### config.mk
export PLATFORM = sky130hd
export DESIGN_NAME = step_dir_gen
export DESIGN_NICKNAME = d
export VERILOG_FILES = /design/src/rtl/step_dir_gen_pkg.sv /design/src/rtl/step_dir_gen_step_phase_timer.sv /design/src/rtl/step_dir_gen.sv
export SDC_FILE = /design/constraint.sdc
export NUM_CORES = 1
export LEC_CHECK = 0
export ABC_AREA = 1
export CORE_ASPECT_RATIO = 1.1
export CORE_MARGIN = 2
export CORE_UTILIZATION = 45
export CTS_CLUSTER_DIAMETER = 40
export DETAILED_ROUTE_END_ITERATION = 10
export PLACE_DENSITY = 0.69
export SLEW_MARGIN = 25
export SYNTH_ARGS = -nofsm -noshare
export SYNTH_HDL_FRONTEND = slang
export SYNTH_SLANG_ARGS = --single-unit
### constraint.sdc
create_clock -name CLK -period 4.44 [get_ports CLK]
set_clock_uncertainty 0.15 [all_clocks]
set_input_delay 0.444 -clock CLK [delete_from_list [all_inputs] [get_ports CLK]]
set_output_delay 0.444 -clock CLK [all_outputs]
set_load 0.005 [all_outputs]
### src/rtl/step_dir_gen_pkg.sv
// Shared state encodings for the step/direction generator, so that the harness
// and the bench decode the FSM state the same way.
package step_dir_gen_pkg;

    localparam logic [2:0] ST_IDLE    = 3'd0;
    localparam logic [2:0] ST_SETUP   = 3'd1;
    localparam logic [2:0] ST_STEP_HI = 3'd2;
    localparam logic [2:0] ST_STEP_LO = 3'd3;
    localparam logic [2:0] ST_FINISH  = 3'd4;

    typedef enum logic [2:0] {
        S_IDLE    = ST_IDLE,
        S_SETUP   = ST_SETUP,
        S_STEP_HI = ST_STEP_HI,
        S_STEP_LO = ST_STEP_LO,
        S_FINISH  = ST_FINISH
    } state_t;

endpackage

### src/rtl/step_dir_gen_step_phase_timer.sv
// Loadable down-counter shared by the setup, high and low phases.
// Loading (duration-1) makes zero assert on the last cycle of the phase.
module step_phase_timer #(
    parameter int CNT_W = 16
) (
    input  logic             CLK,
    input  logic             reset,
    input  logic             load,
    input  logic [CNT_W-1:0] value,
    output logic             zero
);

    logic [CNT_W-1:0] count;

    always_ff @(posedge CLK or posedge reset) begin
        if (reset) begin
            count <= '0;
        end else if (load) begin
            count <= value;
        end else if (count != '0) begin
            count <= count - CNT_W'(1);
        end
    end

    assign zero = (count == '0);

endmodule

### src/rtl/step_dir_gen.sv
// Step/direction stimulus generator driving rapcore's STEPINPUT, DIRINPUT and
// ENINPUT pins for a programmed move, counting the steps it issues.
module step_dir_gen
    import step_dir_gen_pkg::*;
#(
    parameter int CNT_W  = 16,
    parameter int STEP_W = 32
) (
    input  logic              CLK,
    input  logic              reset,
    input  logic              start,
    input  logic              abort,
    input  logic              dir,
    input  logic [STEP_W-1:0] step_count,
    input  logic [CNT_W-1:0]  pulse_width,
    input  logic [CNT_W-1:0]  step_period,
    input  logic [CNT_W-1:0]  dir_setup,
    input  logic              keep_enable,
    output logic              STEPINPUT,
    output logic              DIRINPUT,
    output logic              ENINPUT,
    output logic              busy,
    output logic              done,
    output logic              aborted,
    output logic [STEP_W-1:0] steps_issued
);

    state_t state, next_state;

    logic [CNT_W-1:0]  pw_eff, su_eff, low_eff;
    logic [CNT_W:0]    pw_plus1;
    logic [CNT_W-1:0]  pw_q, low_q;
    logic [STEP_W-1:0] count_q, steps_q;
    logic              keep_q, abort_pend, en_q, dir_q, aborted_q;
    logic              t_load, t_zero;
    logic [CNT_W-1:0]  t_value;
    logic              accept, move_end, enter_hi;

    // Clamped timings; the low time is derived directly so the wide period never needs storing.
    always_comb begin
        pw_eff   = (pulse_width == '0) ? CNT_W'(1) : pulse_width;
        su_eff   = (dir_setup == '0) ? CNT_W'(1) : dir_setup;
        pw_plus1 = {1'b0, pw_eff} + (CNT_W+1)'(1);
        low_eff  = ({1'b0, step_period} >= pw_plus1) ? (step_period - pw_eff) : CNT_W'(1);
    end

    step_phase_timer #(.CNT_W(CNT_W)) u_timer (
        .CLK   (CLK),
        .reset (reset),
        .load  (t_load),
        .value (t_value),
        .zero  (t_zero)
    );

    always_ff @(posedge CLK or posedge reset) begin
        if (reset) state <= S_IDLE;
        else       state <= next_state;
    end

    always_comb begin
        next_state = state;
        t_load     = 1'b0;
        t_value    = '0;
        case (state)
            S_IDLE: begin
                if (start) begin
                    if (step_count == '0) begin
                        next_state = S_FINISH;
                    end else begin
                        next_state = S_SETUP;
                        t_load     = 1'b1;
                        t_value    = su_eff - CNT_W'(1);
                    end
                end
            end
            S_SETUP: begin
                if (abort) begin
                    next_state = S_FINISH;
                end else if (t_zero) begin
                    next_state = S_STEP_HI;
                    t_load     = 1'b1;
                    t_value    = pw_q - CNT_W'(1);
                end
            end
            // An abort seen anywhere in the pulse only takes effect once the pulse is complete.
            S_STEP_HI: begin
                if (t_zero) begin
                    if (abort || abort_pend) begin
                        next_state = S_FINISH;
                    end else begin
                        next_state = S_STEP_LO;
                        t_load     = 1'b1;
                        t_value    = low_q - CNT_W'(1);
                    end
                end
            end
            S_STEP_LO: begin
                if (abort) begin
                    next_state = S_FINISH;
                end else if (t_zero) begin
                    if (steps_q < count_q) begin
                        next_state = S_STEP_HI;
                        t_load     = 1'b1;
                        t_value    = pw_q - CNT_W'(1);
                    end else begin
                        next_state = S_FINISH;
                    end
                end
            end
            S_FINISH: next_state = S_IDLE;
            default:  next_state = S_IDLE;
        endcase
    end

    assign accept   = (state == S_IDLE) && start;
    assign move_end = (next_state == S_FINISH) && (state != S_IDLE);
    assign enter_hi = (next_state == S_STEP_HI) && (state != S_STEP_HI);

    // A zero-step move leaves the enable and direction pins exactly as they were.
    always_ff @(posedge CLK or posedge reset) begin
        if (reset) begin
            pw_q       <= '0;
            low_q      <= '0;
            count_q    <= '0;
            keep_q     <= 1'b0;
            steps_q    <= '0;
            aborted_q  <= 1'b0;
            abort_pend <= 1'b0;
            en_q       <= 1'b0;
            dir_q      <= 1'b0;
        end else begin
            if (accept) begin
                pw_q       <= pw_eff;
                low_q      <= low_eff;
                count_q    <= step_count;
                keep_q     <= keep_enable;
                steps_q    <= '0;
                aborted_q  <= 1'b0;
                abort_pend <= 1'b0;
                if (step_count != '0) begin
                    en_q  <= 1'b1;
                    dir_q <= dir;
                end
            end
            if ((state == S_STEP_HI) && abort) begin
                abort_pend <= 1'b1;
            end
            if (enter_hi && (steps_q != '1)) begin
                steps_q <= steps_q + STEP_W'(1);
            end
            if (move_end) begin
                en_q      <= keep_q;
                aborted_q <= abort || abort_pend;
            end
        end
    end

    assign STEPINPUT    = (state == S_STEP_HI);
    assign busy         = (state == S_SETUP) || (state == S_STEP_HI) || (state == S_STEP_LO);
    assign done         = (state == S_FINISH);
    assign ENINPUT      = en_q;
    assign DIRINPUT     = dir_q;
    assign aborted      = aborted_q;
    assign steps_issued = steps_q;

endmodule

## Word level (Yosys, flattened, before mapping)

Cells that the tools add are included.

| cells by class | value |
|---|---|
| add/subtract/negate cells | 7 |
| magnitude comparators | 2 |
| eq/ne operators | 8 |
| mux-type cells | 43 |
| reductions and logical operators | 23 |

Operator list:

| cell | count |
|---|---|
| $mux 16 | 14 |
| $mux 32 | 2 |
| $pmux 16 s4 | 1 |
| $sub 16x1->16 const B | 4 |
| $logic_not 16->1 | 3 |
| $add 32x1->32 const B | 1 |
| $logic_not 32->1 | 1 |
| $lt 32x32->1 | 1 |
| $ne 32x32->1 const B | 1 |
| $reduce_bool 32->1 | 1 |
| $mux 3 | 9 |
| $add 16x1->17 const B | 1 |
| $ge 16x17->1 | 1 |
| $reduce_bool 16->1 | 1 |
| $sub 16x16->16 | 1 |
| $mux 1 | 15 |
| $pmux 3 s4 | 1 |
| $reduce_bool 2->1 | 5 |
| $eq 3x2->1 const B | 3 |
| $eq 3x3->1 const B | 2 |
| $logic_and 1x1->1 | 5 |
| $pmux 1 s4 | 1 |
| $reduce_and 2->1 | 2 |
| $eq 3x1->1 const B | 1 |
| other kinds (4) | 6 |

| storage, ports and cells | value |
|---|---|
| flip-flop bits (word level) | 120 |
| bits of input ports | 86 |
| output and inout bits | 38 |
| logic and storage cells | 94 |

## Logic depth before layout (Yosys ltp)

Gate-level depths: netlist of the first run.

| logic depth | value |
|---|---|
| depth in word-level cells | 9 |
| gate-level depth with buffers | 24 |
| mapped depth without buffers | 23 |

## Hierarchy

A second synthesis of the first run with hierarchy kept.

| second synthesis, totals | value |
|---|---|
| cells, all modules | 1279 |
| area, all modules | 9334.0 sq um |

Modules (own cells, without submodules):

| module | instances | cells an instance | area an instance (sq um) | sequential area each (sq um) |
|---|---|---|---|---|
| step_dir_gen | 1 | 1110 | 8160.3 | 2602.5 |
| step_phase_timer | 1 | 169 | 1173.6 | 400.4 |

## Worst setup path before layout of the first run

Ideal clock, no wire load.

| path | value |
|---|---|
| path type | input to register |
| from | input pulse_width[0] |
| to | register low_q[0] |
| setup time | 0.115 ns |
| arrival | 3.051 ns |
| data required time | 4.175 ns |
| slack | 1.123 ns |
| stages on the path | 21 |
| buffers on the path | 1 |
| cell sequence | nand4_1 > nor2_2 > nand3_1 > nor2_2 > nand2_1 > nor2_2 > inv_1 > nor3_2 > nand2_1 > nor2_1 > nand2_1 > xor2_1 > ha_1 > nand4_1 > nor4_1 > nand2_1 > nand3_1 > nand2_1 > buf_2 > nor2_1 > nor2_1 |

| on the way | value |
|---|---|
| longest elaborated chain between the ends | 5 |
| elaborated cells on any way between the ends | 6 |
| classes of those cells | 2 x add/sub; 1 x order compare; 2 x mux; 1 x reduce/logical |

RTL lines:

| what | RTL line | RTL |
|---|---|---|
| start, declared | step_dir_gen.sv:15 | `input logic [CNT_W-1:0] pulse_width,` |
| $logic_not 16->1 | step_dir_gen.sv:41 | `pw_eff = (pulse_width == '0) ? CNT_W'(1) : pulse_width;` |
| $mux 16 * | step_dir_gen.sv:41 |  |
| $add 16x1->17 | step_dir_gen.sv:43 | `pw_plus1 = {1'b0, pw_eff} + (CNT_W+1)'(1);` |
| $ge 16x17->1 | step_dir_gen.sv:44 | `low_eff = ({1'b0, step_period} >= pw_plus1) ? (step_period - pw_eff) : CNT_W'(1);` |
| $mux 16 * | step_dir_gen.sv:44 |  |
| end signal, assigned | step_dir_gen.sv:134 | `low_q <= low_eff;` |
| end, declared | step_dir_gen.sv:32 | `logic [CNT_W-1:0] pw_q, low_q;` |

Mark *: on every way between the ends. The rest lies on a longest branch, timed or not.
A chain may end at the register's enable or synchronous reset.

## Final worst setup path of the first run

| path | value |
|---|---|
| from | input pulse_width[2] |
| to | register low_q[2] |

Same word-level chain as after synthesis.

==> run_results.csv, run 1 <==
group,metric,value,unit
run_status,outcome,"completed",
synth,ys.flop_type,"dfrtp_1",
floorplanning,initial_core_util,46.2,%
sta,period_minus_slack,3900,ps
floorplanning,die_width,141,um
synth,yosys-top-cells-area,"dfrtp_1, nand2_1, ha_1, inv_1, xor2_1",
finish,drive_gt1_share,5.39,%
global_routing,gr-usage-met1,33.9,%
finish,final_area,0.0113,sq mm
synth,syn-num-nets,1465,
synth,synth_most_common_cell,"nand2_1",
run,drv_cap,0,
synth,synth.top_cell.area_share,32.5,%
power,total_power,4.17,mW
power,p_leak,5.45,nW
place,placed_cell_area,0.0107,sq mm
synth,synthTopCellsByCount,"nand2_1, inv_1, nor2_1",
cts,cts_hold_buf,0,
detailed_routing,drtIter0Drc,767,
worst_setup_path,reg2reg_to,"steps_issued[27]$_DFFE_PP0P_",
floorplanning,ios,124,
sta,setup_viol,0,
synth,netlist-cell-type-count,40,
detailed_routing,vias_per_cell,5.24,
floorplanning,fp.dieH,154,um
worst_setup_path,crit_path_cell_trace,"clkdlybuf4s50_1 -> nand4_1 -> nor2_2 -> nand3_1 -> nor2_2 -> nand2_1 -> nor2_2 -> inv_1 -> nor3_2 -> nand2_1 -> nor2_1 -> nand2_1 -> xor2_1 -> ha_1 -> nand4_1 -> nor4_1 -> nand2_1 -> nand3_1 -> nand2_1 -> o21ai_0",
hold_path,hp-class,"in -> async",
finish,finalNetCount,1589,
sta,rsz0062_at_grt,"false",
detailed_routing,via_count,8907,
detailed_routing,wl_per_cell,14.7,um
synth,synth_edf_count,0,
global_routing,antenna_found_initial,0,
place,portBuffers,123,
global_routing,grt_overflow_total,0,
cts,cts_setup_buffers,0,
worst_setup_path,cp_common_cell,"nand2_1",
global_routing,met2_usage,36.7,%
floorplanning,die_area,0.0217,sq mm
detailed_routing,drtPass1Iterations,5,
detailed_routing,ant_nets,0,
sta,period_share,87.9,%
sta,slew_headroom,33.6,%
global_routing,track_usage,23.5,%
floorplanning,placeableCoreArea,0.0200,sq mm
sta,hold_ws,284,ps
sta,fin_setup_tns,0,ps
power,irDropWorstVdd,294,uV
cts,cts_root_buf,"clkbuf_16",
floorplanning,num_rows,54,
synth,syn_area,0.00924,sq mm
sta,final_max_slew_viol_count,0,
cts,h-tree-depth,4,
worst_setup_path,max_stage_delay,530,ps
worst_setup_path,r2r_cells,17,
synth,yosysSeqAreaShare,32.5,%
cts,post_cts_resize_count,0,
place,placed_cells,1667,
synth,synthCells,1310,
synth,synth_area_leader_cell,"dfrtp_1",
place,dpl_worst_slack,109,ps
cts,clkTransAtPathRegs,60,ps
worst_setup_path,crit_type,"in -> reg",
sta,hold_violations,0,
finish,fin_util,56.3,%
global_routing,grt_max_degree,92,
synth,async_flop_share,100,%
global_routing,grt_first_pass_wirelength,41.3,mm
power,powerDensity,370,mW/mm^2
worst_setup_path,crit_path_start_kind,"input pin",
worst_setup_path,r2r_start,"u_timer.count[0]$_DFFE_PP0P_",
global_routing,grt.busiest_layer,"met2",
synth,yosysWarnings,0,
worst_setup_path,critPathRequiredTime,4620,ps
global_routing,first_global_vias,8400,
detailed_routing,drc_errors,0,
synth,avgSynthCellArea,7.05,sq um
worst_setup_path,cp-end-kind,"register",
finish,stdcell_count,1699,
sta,worst_pin_slew,992,ps
cts,cts_tree,"done",
sta,setup_slack,539,ps
worst_setup_path,crit_arrival,4080,ps
global_routing,grtUsageMet3,3.96,%
worst_setup_path,slowest_stage,"clkdlybuf4s50_1",
cts,cts_buffers,17,
worst_setup_path,r2r_setup_slack,1430,ps
place,place_congestion,0.891,
cts,cts.sinks,120,
finish,insertedDiodeCount,0,
cts,cts_buffer_depth,2,
worst_setup_path,cp_max_fo,15,
cts,insertion_delay,430,ps
sta,fmax,0.256,GHz
synth,synth_seq_cells,120,
detailed_routing,wirelength,24.9,mm
place,dp.final_hpwl,19.3,mm
finish,area_growth,22.0,%
-- worst max-delay path, delay by kind of cell --
family / cells / cell delay, ps
simple gates: 15 / 2240
xor+xnor: 1 / 150
fa+ha+maj: 1 / 350
buf+inv: 2 / 620
compound gates: 1 / 280
-- kinds of logic (layout without fill, tap and decap cells) --
logic type                 Yosys count  in the layout  synth area share, %
and+or+nand+nor                    655            655                 31.2
buffers and inverters              209            346                 8.83
AOI/OAI and AO/OA                  174            174                 10.1
adders and majority gates           69             69                 9.43
DFF                                120            120                 32.5
xor gates and xnor gates            83             83                 7.87
-- cell usage in the layout, fill, tap and decap left out, types with 8 or more instances in the layout --
cell	synthesis	routed
clkdlybuf4s50_1	0	123
inv_2	8	8
dfrtp_1	120	120
o21ai_0	92	92
xor2_1	57	57
nand4_1	43	43
nand3_1	89	89
inv_1	174	173
a21oi_1	57	57
xnor2_1	26	26
nor3_1	28	28
clkbuf_16	0	17
nor2_1	125	124
ha_1	68	68
nor4_1	18	18
nand2_1	320	320
buf_4	0	8
-- state kept, by name, summed over array words and instances (netlist names) --
signal / flops
DIRINPUT: 1
count_q: 32
ENINPUT: 1
u_timer.count: 16
keep_q: 1
state: 3
steps_issued: 32
aborted: 1
low_q: 16
pw_q: 16
abort_pend: 1
-- final cells by class --
type / instances / area (sq um)
clock inverter: 12 / 78.8
multi-input combinational: 981 / 5420
clock buffer: 20 / 447
sequential: 120 / 3000
timing repair buffer: 132 / 1310
tap: 252 / 315
fill: 1958 / 8730
inverter: 182 / 686
-- routing by layer --
layer,part of all wire (%),vias to the layer above
met2,45,213
met4,1.3,0
li1,-,4535
met3,4.1,24
met5,0,-
met1,50,4135
-- where the power goes --
part	total (mW)	switching (mW)	leakage, nW	internal [mW]
Clock	1.23	0.510	0.256	0.722
Combinational	1.38	0.849	3.65	0.536
Sequential	1.56	0.182	1.54	1.37
-- how the worst max path moves through the flow --
stage	from	endpoint	slack, ps	depth (start not counted)
after floorplan	reset	DIRINPUT$_DFFE_PP0P_	660	1
after global placement	pulse_width[2]	low_q[0]$_DFFE_PP0P_	230	21
after detailed placement	pulse_width[2]	low_q[2]$_DFFE_PP0P_	110	20
after CTS	pulse_width[2]	low_q[2]$_DFFE_PP0P_	540	20
after global routing	pulse_width[2]	low_q[2]$_DFFE_PP0P_	40	20
final	pulse_width[2]	low_q[2]$_DFFE_PP0P_	540	20
(Power assumes the default switching activity.)
==> inputs of run 2 (changes only) <==
- PLACE_DENSITY: 0.69 -> 0.75
- SLEW_MARGIN: 25 -> unset
==> run_results.csv, run 2 (synthesized netlist as in run 1, its figures left out) <==
group,metric,value,unit
detailed_routing,via_count,9025,
place,portBuffers,123,
floorplanning,die_width,141,um
floorplanning,die_area,0.0217,sq mm
global_routing,first_global_vias,8477,
finish,final_cell_mix,"nand2_1, inv_1, nor2_1",
worst_setup_path,reg2reg_to,"steps_issued[10]$_DFFE_PP0P_",
power,total_power,4.27,mW
sta,period_minus_slack,3990,ps
worst_setup_path,cp-end-kind,"register",
floorplanning,fp.dieH,154,um
run,drv_cap,0,
finish,fillers,1894,
cts,cts_tree,"done",
finish,drive_gt1_share,5.13,%
finish,multi_input_area,0.00542,sq mm
cts,clkTransAtPathRegs,50,ps
global_routing,grt_overflow_total,0,
detailed_routing,wl_per_cell,14.6,um
global_routing,track_usage,23.3,%
cts,cts_root_buf,"clkbuf_16",
worst_setup_path,crit_path_cell_trace,"clkdlybuf4s50_1 -> nand4_1 -> nor2_2 -> nand3_1 -> nor2_2 -> nand2_1 -> nor2_2 -> inv_1 -> nor3_2 -> nand2_1 -> nor2_1 -> nand2_1 -> xor2_1 -> ha_1 -> nand4_1 -> nor4_1 -> nand2_1 -> nand3_1 -> nand2_1 -> o21ai_0",
sta,fmax,0.250,GHz
global_routing,grt_max_degree,70,
sta,worst_pin_slew,870,ps
cts,cts_hold_buf,0,
worst_setup_path,critPathRequiredTime,4610,ps
detailed_routing,drtIter0Drc,758,
finish,finalNetCount,1588,
hold_path,hp-class,"reg -> reg",
detailed_routing,ant_nets,0,
sta,setup_viol,0,
power,powerDensity,378,mW/mm^2
floorplanning,ios,124,
cts,cts.sinks,120,
worst_setup_path,slowest_stage,"clkdlybuf4s50_1",
worst_setup_path,max_stage_delay,550,ps
finish,layout_commonest_cell,"nand2_1",
detailed_routing,drtPass1Iterations,5,
worst_setup_path,r2r_setup_slack,1470,ps
worst_setup_path,r2r_cells,17,
worst_setup_path,crit_type,"in -> reg",
floorplanning,placeableCoreArea,0.0200,sq mm
sta,slew_headroom,42.0,%
sta,fin_setup_tns,0,ps
worst_setup_path,crit_arrival,4170,ps
power,irDropWorstVdd,270,uV
cts,cts_buffer_depth,2,
sta,hold_violations,0,
hold_path,whs_path_depth,2,
worst_setup_path,cp_common_cell,"nand2_1",
cts,h-tree-depth,4,
sta,rsz0062_at_grt,"false",
hold_path,min_from,"u_timer.count[1]$_DFFE_PP0P_",
run_status,outcome,"completed",
place,place_congestion,0.907,
detailed_routing,drc_errors,0,
floorplanning,initial_core_util,46.2,%
global_routing,grt_first_pass_wirelength,41.0,mm
place,dp.final_hpwl,19.1,mm
worst_setup_path,cp_max_fo,15,
finish,regArea,0.00300,sq mm
finish,area_growth,22.1,%
sta,final_max_slew_viol_count,0,
power,p_leak,5.46,nW
worst_setup_path,endpoint,"low_q[5]$_DFFE_PP0P_",
sta,period_share,89.9,%
floorplanning,num_rows,54,
worst_setup_path,r2r_start,"u_timer.count[0]$_DFFE_PP0P_",
cts,cts_buffers,17,
finish,fin_util,56.4,%
finish,insertedDiodeCount,0,
worst_setup_path,startpoint,"pulse_width[1]",
cts,insertion_delay,420,ps
worst_setup_path,crit_path_start_kind,"input pin",
global_routing,antenna_found_initial,0,
detailed_routing,vias_per_cell,5.32,
detailed_routing,wirelength,24.7,mm
==> run 2: cell count changes in the layout (fill, tap and decap cells not counted), sizes merged <==
cell | previous run | this run
inv | 183 | 182
buf | 9 | 8
clkinvlp | 3 | 1
bufinv | 0 | 2
clkinv | 8 | 5
clkbuf | 20 | 21
==> run 2: worst min-delay path by stage <==
stage / endpoint / slack [ps]
2_1_floorplan: keep_q$_DFFE_PP0P_ / 280
3_3_place_gp: u_timer.count[1]$_DFFE_PP0P_ / 310
3_5_place_dp: u_timer.count[1]$_DFFE_PP0P_ / 320
4_1_cts: u_timer.count[1]$_DFFE_PP0P_ / 330
5_1_grt: u_timer.count[1]$_DFFE_PP0P_ / 370
6_report: u_timer.count[1]$_DFFE_PP0P_ / 330
==> run 2: through the flow <==
stage	setup slack (ps)	cells	area (sq um)	hold slack (ps)
3_3_place_gp	212	1666	10700	314
2_1_floorplan	660	1310	9240	283
3_5_place_dp	96.9	1666	10700	317
6_report	448	1695	11300	334
4_1_cts	428	1695	11300	331
5_1_grt	36.9	1695	11300	375
==> run 2: area by class of cell <==
class	count	share of cell area (%)
timing repair buffer	131	11.4
multi-input combinational	981	48.1
clock inverter	8	0.887
tap	252	2.80
inverter	182	6.08
sequential	120	26.6
clock buffer	21	4.08
==> run 2: timing repair <==
item                                    CTS  global route
setup buffers                             0             0
hold endpoints to repair                  0             0
gates resized for setup                   0             1
endpoints found under the setup margin    0             1
==> run 2: critical path: cells and delay by family <==
kind | cells | cell delay, ps
AND/OR/NAND/NOR | 15 | 2320
buffers and inverters | 2 | 630
XOR/XNOR | 1 | 150
AO/OA/AOI/OAI | 1 | 280
adder cells (fa/ha/maj) | 1 | 340
==> run 2: per-layer routing <==
| layer | share of wire (%) | vias up | GRT usage, % |
|---|---|---|---|
| met4 | 2.2 | 0 | 7.95 |
| li1 | - | 4532 | - |
| met1 | 47 | 4175 | 32.4 |
| met5 | 0 | - | 0 |
| met2 | 46 | 281 | 37.4 |
| met3 | 5.5 | 37 | 3.41 |
==> run 2: where the power goes <==
part | switching [mW] | leakage, nW | internal (mW) | total [mW]
Sequential | 0.180 | 1.54 | 1.38 | 1.56
Clock | 0.481 | 0.275 | 0.843 | 1.32
Combinational | 0.855 | 3.64 | 0.534 | 1.39
==> inputs of run 3 (changes only) <==
- CORE_MARGIN: 2 -> unset
==> run_results.csv, run 3 (synthesized netlist as in run 1, its figures left out) <==
group,metric,value,unit
sta,rsz0062_at_grt,"false",
place,placed_cells,1669,
finish,final_cell_mix,"nand2_1, inv_1, nor2_1",
sta,slew_headroom,54.4,%
floorplanning,die_area,0.0211,sq mm
power,irDropWorstVdd,307,uV
global_routing,track_usage,24.6,%
power,p_leak,5.50,nW
sta,hold_violations,0,
sta,final_max_slew_viol_count,0,
finish,fin_util,56.8,%
floorplanning,initial_core_util,46.2,%
worst_setup_path,cp_common_cell,"nand2_1",
finish,stdcell_count,1700,
worst_setup_path,crit_path_cell_trace,"clkdlybuf4s50_1 -> nand4_1 -> nor2_2 -> nand3_1 -> nor2_2 -> nand2_1 -> nor2_2 -> inv_1 -> nor3_2 -> nand2_1 -> nor2_1 -> nand2_1 -> xor2_1 -> ha_1 -> nand4_1 -> nor4_1 -> nand2_1 -> nand3_1 -> nand2_1 -> o21ai_0",
sta,period_share,88.0,%
worst_setup_path,slowest_stage,"clkdlybuf4s50_1",
worst_setup_path,crit_arrival,4090,ps
floorplanning,ios,124,
sta,setup_viol,0,
global_routing,grt_max_degree,105,
cts,cts_root_buf,"clkbuf_16",
cts,cts_buffers,17,
worst_setup_path,r2r_setup_slack,1460,ps
run,drv_cap,0,
detailed_routing,drc_errors,8,
global_routing,gr-usage-met1,33.7,%
power,total_power,4.40,mW
worst_setup_path,cp.depth,20,
finish,area_growth,23.1,%
global_routing,antenna_found_initial,0,
floorplanning,placeableCoreArea,0.0200,sq mm
worst_setup_path,cp_top_family,"simple AND/OR/NAND/NOR gates",
global_routing,grt.busiest_layer,"met2",
place,placed_cell_area,0.0108,sq mm
finish,drive_gt1_share,5.52,%
worst_setup_path,critPathRequiredTime,4630,ps
run_status,violations,"design-rule violations",
cts,cts_tree,"done",
cts,cts_setup_buffers,0,
worst_setup_path,crit_buf_inv,2,
floorplanning,die_width,139,um
worst_setup_path,crit_path_start_kind,"input pin",
sta,worst_pin_slew,678,ps
worst_setup_path,cp_max_fo,15,
hold_path,hp-class,"in -> async",
finish,layout_commonest_cell,"nand2_1",
detailed_routing,ant_nets,0,
detailed_routing,wl_per_cell,14.7,um
global_routing,grt_first_pass_wirelength,41.8,mm
cts,insertion_delay,430,ps
global_routing,grtUsageMet3,4.24,%
place,portBuffers,123,
sta,fmax,0.256,GHz
cts,cts_hold_buf,0,
finish,final_area,0.0114,sq mm
floorplanning,num_rows,54,
sta,fin_setup_tns,0,ps
power,powerDensity,387,mW/mm^2
detailed_routing,drtIter0Drc,709,
worst_setup_path,r2r_cells,17,
cts,cts_buffer_depth,2,
cts,post_cts_resize_count,0,
detailed_routing,drtPass1Iterations,11,
run_status,outcome,"finished with violations",
detailed_routing,wirelength,25.0,mm
global_routing,first_global_vias,8638,
finish,insertedDiodeCount,0,
sta,period_minus_slack,3910,ps
global_routing,grt_overflow_total,0,
floorplanning,fp.dieH,152,um
global_routing,met2_usage,39.6,%
detailed_routing,via_count,8974,
worst_setup_path,crit_type,"in -> reg",
place,place_congestion,0.880,
worst_setup_path,r2r_start,"u_timer.count[0]$_DFFE_PP0P_",
worst_setup_path,reg2reg_to,"steps_issued[3]$_DFFE_PP0P_",
finish,finalNetCount,1591,
cts,h-tree-depth,4,
cts,cts.sinks,120,
worst_setup_path,cp-end-kind,"register",
place,dp.final_hpwl,19.3,mm
detailed_routing,vias_per_cell,5.28,
cts,clkTransAtPathRegs,60,ps
worst_setup_path,max_stage_delay,550,ps
==> run 3: layer usage <==
layer,up-vias,part of all wire (%)
met1,4129,47
met2,269,46
li1,4544,-
met4,0,1.8
met3,32,5.3
met5,-,0
==> run 3: report_power, final <==
| part | total (mW) | switching, mW | internal [mW] |
|---|---|---|---|
| logic | 1.40 | 0.859 | 0.540 |
| registers | 1.56 | 0.183 | 1.37 |
| clock network | 1.44 | 0.516 | 0.925 |
| total | 4.40 | 1.56 | 2.84 |
==> run 3: cell type report <==
cell class                 count  area [sq um]
clock buffer                  21           470
clock inverter                10           144
fill                        1892          8630
inverter                     182           686
multi-input combinational    981          5420
sequential                   120          3000
tap                          252           315
timing repair buffer         134          1330
==> run 3: worst max path at each step <==
stage                               from                    to  slack (ps)
after floorplan                    reset  DIRINPUT$_DFFE_PP0P_         660
after global placement    pulse_width[1]  low_q[0]$_DFFE_PP0P_         190
after detailed placement  pulse_width[2]  low_q[3]$_DFFE_PP0P_          50
after CTS                 pulse_width[2]  low_q[3]$_DFFE_PP0P_         480
after global routing      pulse_width[2]  low_q[0]$_DFFE_PP0P_          40
final                     pulse_width[2]  low_q[3]$_DFFE_PP0P_         530
==> run 3: through the flow <==
stage / hold WS (ps) / setup WS, ps
final: 144 / 534
after global routing: 165 / 39.3
after CTS: 143 / 475
after detailed placement: 329 / 47.9
after global placement: 318 / 186
after floorplan: 283 / 660
